--- config.mk ---
export PLATFORM = sky130hd
export DESIGN_NAME = sample_capture_ctrl
export DESIGN_NICKNAME = d
export VERILOG_FILES = /design/src/rtl/sample_capture_ctrl.sv
export SDC_FILE = /design/constraint.sdc
export NUM_CORES = 1
export LEC_CHECK = 0
export ABC_CLOCK_PERIOD_IN_PS = 2300
export CAP_MARGIN = 20
export CORE_MARGIN = 5
export CORE_UTILIZATION = 30
export CTS_CLUSTER_SIZE = 16
export DETAILED_ROUTE_END_ITERATION = 7
export HOLD_SLACK_MARGIN = 0.12
export PLACE_DENSITY = 0.59
export SYNTH_ARGS = -nofsm -noshare
export SYNTH_HDL_FRONTEND = slang
export SYNTH_SLANG_ARGS = --single-unit
--- constraint.sdc ---
create_clock -name clk -period 2.3 [get_ports clk]
set_input_delay 0.23 -clock clk [delete_from_list [all_inputs] [get_ports clk]]
set_output_delay 0.23 -clock clk [all_outputs]
set_load 0.02 [all_outputs]
--- src/rtl/sample_capture_ctrl.sv ---
// Capture controller: streams a bounded number of ADC samples into memory port A,
// one registered write per accepted sample, then reports completion until restarted.
module sample_capture_ctrl #(
  parameter int ADDR_WIDTH = 15,
  parameter int DATA_WIDTH = 16
) (
  input  logic                  clk,
  input  logic                  rst,
  input  logic                  start,
  input  logic                  abort,
  input  logic [ADDR_WIDTH:0]   num_samples,
  input  logic                  s_valid,
  input  logic [DATA_WIDTH-1:0] s_data,
  output logic                  s_ready,
  output logic [ADDR_WIDTH-1:0] mem_addr,
  output logic [DATA_WIDTH-1:0] mem_wr_data,
  output logic                  mem_wr_en,
  output logic                  busy,
  output logic                  done,
  output logic [ADDR_WIDTH:0]   samples_written
);

  typedef enum logic [1:0] {IDLE, CAPTURE, FLUSH, DONE} state_t;

  localparam logic [ADDR_WIDTH:0] MAX_TARGET = {1'b1, {ADDR_WIDTH{1'b0}}};
  localparam logic [ADDR_WIDTH:0] ONE        = {{ADDR_WIDTH{1'b0}}, 1'b1};

  state_t                state_q, state_d;
  logic [ADDR_WIDTH:0]   target_q;
  logic [ADDR_WIDTH:0]   new_target;
  logic [ADDR_WIDTH:0]   sw_inc;
  logic                  accept;
  logic                  start_ok;

  // Any request with the top bit set is at least 2^ADDR_WIDTH, so clamp it to the memory depth.
  assign new_target = num_samples[ADDR_WIDTH] ? MAX_TARGET : num_samples;
  assign sw_inc     = samples_written + ONE;
  assign accept     = s_valid && s_ready;
  assign start_ok   = start && !abort && (state_q == IDLE || state_q == DONE);

  always_ff @(posedge clk or posedge rst) begin
    if (rst) state_q <= IDLE;
    else     state_q <= state_d;
  end

  always_comb begin
    state_d = state_q;
    if (abort) begin
      state_d = IDLE;
    end else begin
      case (state_q)
        IDLE, DONE: if (start) state_d = (new_target == '0) ? DONE : CAPTURE;
        CAPTURE:    if (accept && sw_inc == target_q) state_d = FLUSH;
        FLUSH:      state_d = DONE;
        default:    state_d = IDLE;
      endcase
    end
  end

  always_comb begin
    s_ready = 1'b0;
    busy    = 1'b0;
    done    = 1'b0;
    case (state_q)
      CAPTURE: begin
        s_ready = !abort;
        busy    = 1'b1;
      end
      FLUSH:   busy = 1'b1;
      DONE:    done = 1'b1;
      default: ;
    endcase
  end

  always_ff @(posedge clk or posedge rst) begin
    if (rst) begin
      mem_wr_en       <= 1'b0;
      mem_addr        <= '0;
      mem_wr_data     <= '0;
      samples_written <= '0;
      target_q        <= '0;
    end else begin
      mem_wr_en <= accept;
      if (start_ok) begin
        target_q        <= new_target;
        samples_written <= '0;
      end else if (accept) begin
        samples_written <= sw_inc;
        mem_addr        <= samples_written[ADDR_WIDTH-1:0];
        mem_wr_data     <= s_data;
      end
    end
  end

endmodule

==> results_dict.tcl, run 1 <==
set metrics [dict create \
    status "complete, no violations" \
    start_util_pct 30.40 \
    synth_fa_ha_area_share_pct 1.448 \
    worst_setup_path_end_kind "flip-flop" \
    async_flop_share_pct 100.0 \
    nets 557 \
    path_cells "nand4_1, nor3_4, buf_4, or3_1, a32oi_2, buf_4, o2111ai_2, or4_1, nand3_1" \
    crit_path_max_fanout 4 \
    grt_use_total_pct 14.48 \
    yosysTopAreaCell "dfrtp_1" \
    dp_cells 646 \
    diodes 0 \
    syn_area_um2 3456 \
    syn_area_per_cell_um2 8.793 \
    synth_compound_area_share_pct 11.22 \
    total_power_mw 5.082 \
    synthXorXnorAreaFrac_pct 4.562 \
    synth-edff-count 0 \
    synth_mux_area_share_pct 0.9413 \
    synth_top_family_by_area "simple AND/OR/NAND/NOR gates" \
    crit_type "flip-flop to flip-flop" \
    synth_most_common_cell "nand2_1" \
    timing.setup.tns_ns 0 \
    syn_inst 393 \
    place_congestion 0.8531 \
    grt_pass1_vias 3229 \
    port_buffers 87 \
    drt_iter0_markers 154 \
    num-fill-cells 1134 \
    finalSetupViolations 0 \
    cts_buffers 9 \
    place_hpwl_mm 7.300 \
    path_depth 9 \
    setup_slack_ns 0.01518 \
    hold_viol 0 \
    core.rowCount 39 \
    cts.sinks 66 \
    dpl_worst_slack_ns -0.1298 \
    power.density_nw_per_um2 975.9 \
    skew_ns 0.004628 \
    crit_family "simple AND/OR/NAND/NOR gates" \
    synth_top_area_share_pct 47.79 \
    htreeDepth 3 \
    drive_gt1_share_pct 18.04 \
    timing.slew.headroom_pct 66.87 \
    via_count 3221 \
    wire_per_inst_um 14.77 \
    start_kind "flip-flop" \
    max_cap_viol_count 0 \
    final_util_pct 45.80 \
    clk_path_buf_depth 2 \
    grt_max_degree 67 \
    rsz0062_at_grt "yes" \
    antenna_found_initial 0 \
    cts_tree "yes" \
    dr.pass1.iters 5 \
    r2r_cells 9 \
    path_common_cell "buf_4" \
    insertion_delay_ns 0.33 \
    antenna_left 0 \
    die_width_um 117.3 \
    yosysWarnings 0 \
    ys_ff_latch 66 \
    yosys.area_share.simple_pct 30.59 \
    stdcell_count 664 \
    syn_nets 434 \
    drt_drc_violations_left 0 \
    whs_ns 0.2899 \
    synthTopCellsByCount "129 x nand2_1, 66 x dfrtp_1, 33 x o21ai_0" \
    area_delta_synth_final_pct 50.69 \
    synth_flop_cell "dfrtp_1" \
    grt_pass1_wl_mm 16.51 \
    seq_area_frac_synth_pct 47.79 \
    fmax_mhz 437.7 \
    cts_root_buf "clkbuf_16" \
    leakagePower_nw 2.356 \
    io_pins 88 \
    place_area_um2 4785 \
    slowest_delay_ns 0.43 \
    drv_slew 0 \
    hp-class "input port to asynchronous set/reset pin" \
    clk_pin_slew_worst_paths_ns 0.06 \
    drt-vias-per-instance 4.851 \
    synth_area_leaders "dfrtp_1 48%, nand2_1 14%, o21ai_0 4.8%" \
    coreArea_um2 11370 \
    synth_cell_types 54 \
    min_period_over_period_pct 99.34 \
    design_area_um2 5207 \
    arrival_ns 2.55 \
    required_ns 2.56 \
    wl_mm 9.808 \
    min_period_ns 2.285 \
    worstMarginPinSlew_ns 0.4959 \
    max-vdd-ir-drop_uv 614.7 \
    dieArea_um2 13770 \
    cp_num_buf_inv 2 \
    crit_slowest_cell "dfrtp_2" \
    grt-ovfl-total 0 \
    die_y_um 117.3 \
]
==> power breakdown <==
part | internal [mW] | switching [mW]
clock network | 1.05 | 0.493
registers | 1.49 | 0.258
logic | 0.845 | 0.944
==> worst reg2reg max path: stages, from the launching register on <==
cell	delay [ns]
dfrtp_2	0.43
nand4_1	0.23
nor3_4	0.08
buf_4	0.16
or3_1	0.32
a32oi_2	0.23
buf_4	0.15
o2111ai_2	0.13
or4_1	0.43
nand3_1	0.08
==> per-layer routing <==
layer | vias to the layer above | GRT usage, % | share of wire [%]
met5 | - | 0 | 0
met4 | 0 | 5.076 | 1.3
met3 | 9 | 3.128 | 5.1
met2 | 88 | 22.49 | 46
met1 | 1534 | 19.90 | 47
li1 | 1590 | - | -
==> sequential cells by signal, summed over array words and instances, names as in the netlist <==
| register | flops |
|---|---|
| mem_wr_data | 16 |
| target_q | 16 |
| mem_wr_en | 1 |
| state_q | 2 |
| samples_written | 16 |
| mem_addr | 15 |
==> timing repair <==
action                                  CTS  global route
endpoints found under the setup margin    2             3
pin swaps                                 3             5
buffers inserted                          2             0
hold buffers                              0             0
gates resized for setup                   3            15
==> worst paths after layout <==
| check | slack (ns) | start | to |
|---|---|---|---|
| min in group clk | 0.43 | s_data[0] | mem_wr_data[0] |
| worst max-delay path | 0.02 | samples_written[0] | state_q[0] |
| max in group asynchronous | 1.69 | rst | samples_written[4] |
| worst min-delay path | 0.29 | rst | mem_wr_data[0] |
| worst max register to register | 0.02 | samples_written[0] | state_q[0] |
| worst min register to register | 0.47 | mem_addr[11] | mem_addr[11] |
==> area by class of cell <==
cell class                      count  area [um^2]  area share [%]
Clock inverter                      6        105.1           2.018
Tap cell                          143        178.9           3.436
Timing Repair Buffer              133         1239           23.79
Clock buffer                       10        229.0           4.397
Sequential cell                    66         1660           31.88
Multi-Input combinational cell    299         1769           33.97
Inverter                            7        26.28          0.5046
==> placed cells by master (no fill, tap or decap), drive strengths merged, types with 3 or more instances in the layout <==
master         synthesis  routed
nand2b                22      22
clkdlybuf4s50          0      86
xnor2                 14      14
ha                     4       4
and2                   3       3
nand4                  9       9
o21ai                 33      33
nor2                   5       5
dfrtp                 66      66
buf                    8      46
xor2                   4       4
bufinv                 0       3
clkinv                 0       3
and4                   5       5
a21oi                  7       7
o41ai                  4       4
nor3                   6       6
o31ai                  5       5
inv                    7       7
nor4                  10      10
clkbuf                13      10
nand3                  8       8
nand2                129     129
==> kinds of logic (layout without fill, tap and decap cells) <==
kind of cell	Yosys count	after routing
AOI/OAI and AO/OA	63	63
muxes	3	3
adders and majority gates	4	4
DFF	66	66
xor gates and xnor gates	18	18
buffers and inverters	28	156
and+or+nand+nor	211	211
No activity file was read; power rests on OpenSTA's default activity.
==> run 2: changes to the inputs <==
CORE_UTILIZATION = 44   (was 30)
PLACE_DENSITY = 0.8   (was 0.59)
==> run 2 against run 1 <==
Compared with the run above:
- fmax rose by 0.60%
- sequential power barely moved
- global-route usage rose by 5.3 points
- critical path type unchanged
- hold slack got worse by 0.015 ns
- highest routed layer unchanged
- critical path depth did not move
- combinational power fell by 2%
- design area fell by 5.3%
- wire length fell by 3.6%
- register-to-register slack barely moved
- clock-buffer cell count rose by 5
- power fell by 12%
==> results_dict.tcl, run 2 (synthesis results as in run 1) <==
set metrics [dict create \
    grt_pass1_vias 3180 \
    timing.setup.tns_ns 0 \
    clk_path_buf_depth 2 \
    fmax_mhz 440.3 \
    nets 549 \
    start_kind "flip-flop" \
    cts_buffers 9 \
    io_pins 88 \
    min_period_ns 2.271 \
    via_count 3256 \
    crit_slowest_cell "or4_1" \
    antenna_left 0 \
    crit_type "flip-flop to flip-flop" \
    drt-vias-per-instance 5.294 \
    cts.sinks 66 \
    die_width_um 98.63 \
    crit_family "simple AND/OR/NAND/NOR gates" \
    final_util_pct 64.13 \
    area_delta_synth_final_pct 42.65 \
    whs_ns 0.2751 \
    status "complete, no violations" \
    dp_cells 594 \
    wire_per_inst_um 15.37 \
    worstMarginPinSlew_ns 0.4986 \
    max-vdd-ir-drop_uv 480.0 \
    drt_drc_violations_left 0 \
    power.density_nw_per_um2 903.8 \
    path_cells "ha_4, buf_4, xor2_1, xnor2_1, nand4_1, nor4_2, o2111ai_2, or4_1, nand3_1" \
    drive_gt1_share_pct 16.57 \
    timing.slew.headroom_pct 66.64 \
    diodes 0 \
    hold_viol 0 \
    htreeDepth 3 \
    port_buffers 87 \
    grt_use_total_pct 19.74 \
    grt_max_degree 67 \
    place_hpwl_mm 6.963 \
    arrival_ns 2.55 \
    leakagePower_nw 2.214 \
    grtUsageMet2_pct 32.50 \
    design_area_um2 4930 \
    antenna_found_initial 0 \
    coreArea_um2 7687 \
    dr.pass1.iters 5 \
    dieArea_um2 9727 \
    hp-class "input port to asynchronous set/reset pin" \
    die_y_um 98.63 \
    crit_path_max_fanout 5 \
    core.rowCount 32 \
    start_util_pct 44.95 \
    largestRegisters "mem_wr_data x16, samples_written x16, target_q x16" \
    min_period_over_period_pct 98.75 \
    drv_slew 0 \
    drt_iter0_markers 340 \
    cts_hold_buf 0 \
    most-common-layout-cells "128 x nand2_1, 87 x clkdlybuf4s50_1, 59 x dfrtp_1" \
    max_cap_viol_count 0 \
    grtUsageMet3_pct 3.043 \
    grt_pass1_wl_mm 15.54 \
    final_common_cell "nand2_1" \
    cp_num_buf_inv 1 \
    finalSetupViolations 0 \
    worst_setup_path_end_kind "flip-flop" \
    required_ns 2.58 \
    use_met1_pct 26.15 \
    grt-ovfl-total 0 \
    cts_root_buf "clkbuf_8" \
    place_area_um2 4643 \
    insertion_delay_ns 0.34 \
    place_congestion 0.9600 \
    skew_ns 0.009919 \
    busiest_layer "met2" \
    clk_pin_slew_worst_paths_ns 0.07 \
    slowest_delay_ns 0.44 \
    wl_mm 9.451 \
    cts_tree "yes" \
    stdcell_count 615 \
]
[run 2: cell types whose count changed in the layout (fill, tap and decap cells not counted), moves of 3 or more]
cell / delta
buf_4: -6
bufinv_16: -3
clkbuf_16: -9
clkbuf_8: +14
[run 2: per-layer routing]
metal / vias to the layer above / routed length [um]
met5: - / 0
met4: 0 / 167
met3: 13 / 565
met2: 131 / 4581
met1: 1537 / 4137
li1: 1575 / -
[run 2: cell type report]
cell class / count / area [um^2]
Timing Repair Buffer: 125 / 1169
Sequential cell: 66 / 1660
Inverter: 7 / 26.28
Clock inverter: 1 / 5.005
Multi-Input combinational cell: 299 / 1745
Fill cell: 642 / 2758
Tap cell: 102 / 127.6
Clock buffer: 15 / 196.4
[run 2: what timing repair did]
action	CTS	global route
endpoints found under the setup margin	2	3
gates resized for setup	1	12
pin swaps	2	3
buffers inserted	0	5
[run 2: through the flow]
stage          power (mW)  setup slack (ns)
2_1_floorplan       2.720           0.01724
3_3_place_gp        3.419           0.02199
3_5_place_dp        3.482          -0.03088
4_1_cts             4.447           0.02316
5_1_grt             4.726          -0.06854
6_report            4.455           0.02880
[run 2: final timing paths]
path,cells after the start,startpoint,to,slack (ns)
max,9,samples_written[0],state_q[0],0.03
min,3,rst,mem_wr_data[0],0.28
max reg2reg,9,samples_written[0],state_q[0],0.03
min reg2reg,2,mem_addr[7],mem_addr[7],0.47
max in group asynchronous,3,rst,samples_written[1],1.73
min in group clk,3,s_data[3],mem_wr_data[3],0.41
[run 2: where the power goes]
| group | internal (mW) | switching, mW | leakage [nW] | total [mW] |
|---|---|---|---|---|
| Sequential | 1.49 | 0.253 | 0.869 | 1.74 |
| Combinational | 0.817 | 0.934 | 1.24 | 1.75 |
| Clock | 0.538 | 0.426 | 0.106 | 0.964 |
[run 2: worst min-delay path, cell delays in order]
cell             delay (ns)
clkdlybuf4s50_1        0.41
inv_2                  0.07
buf_12                 0.31
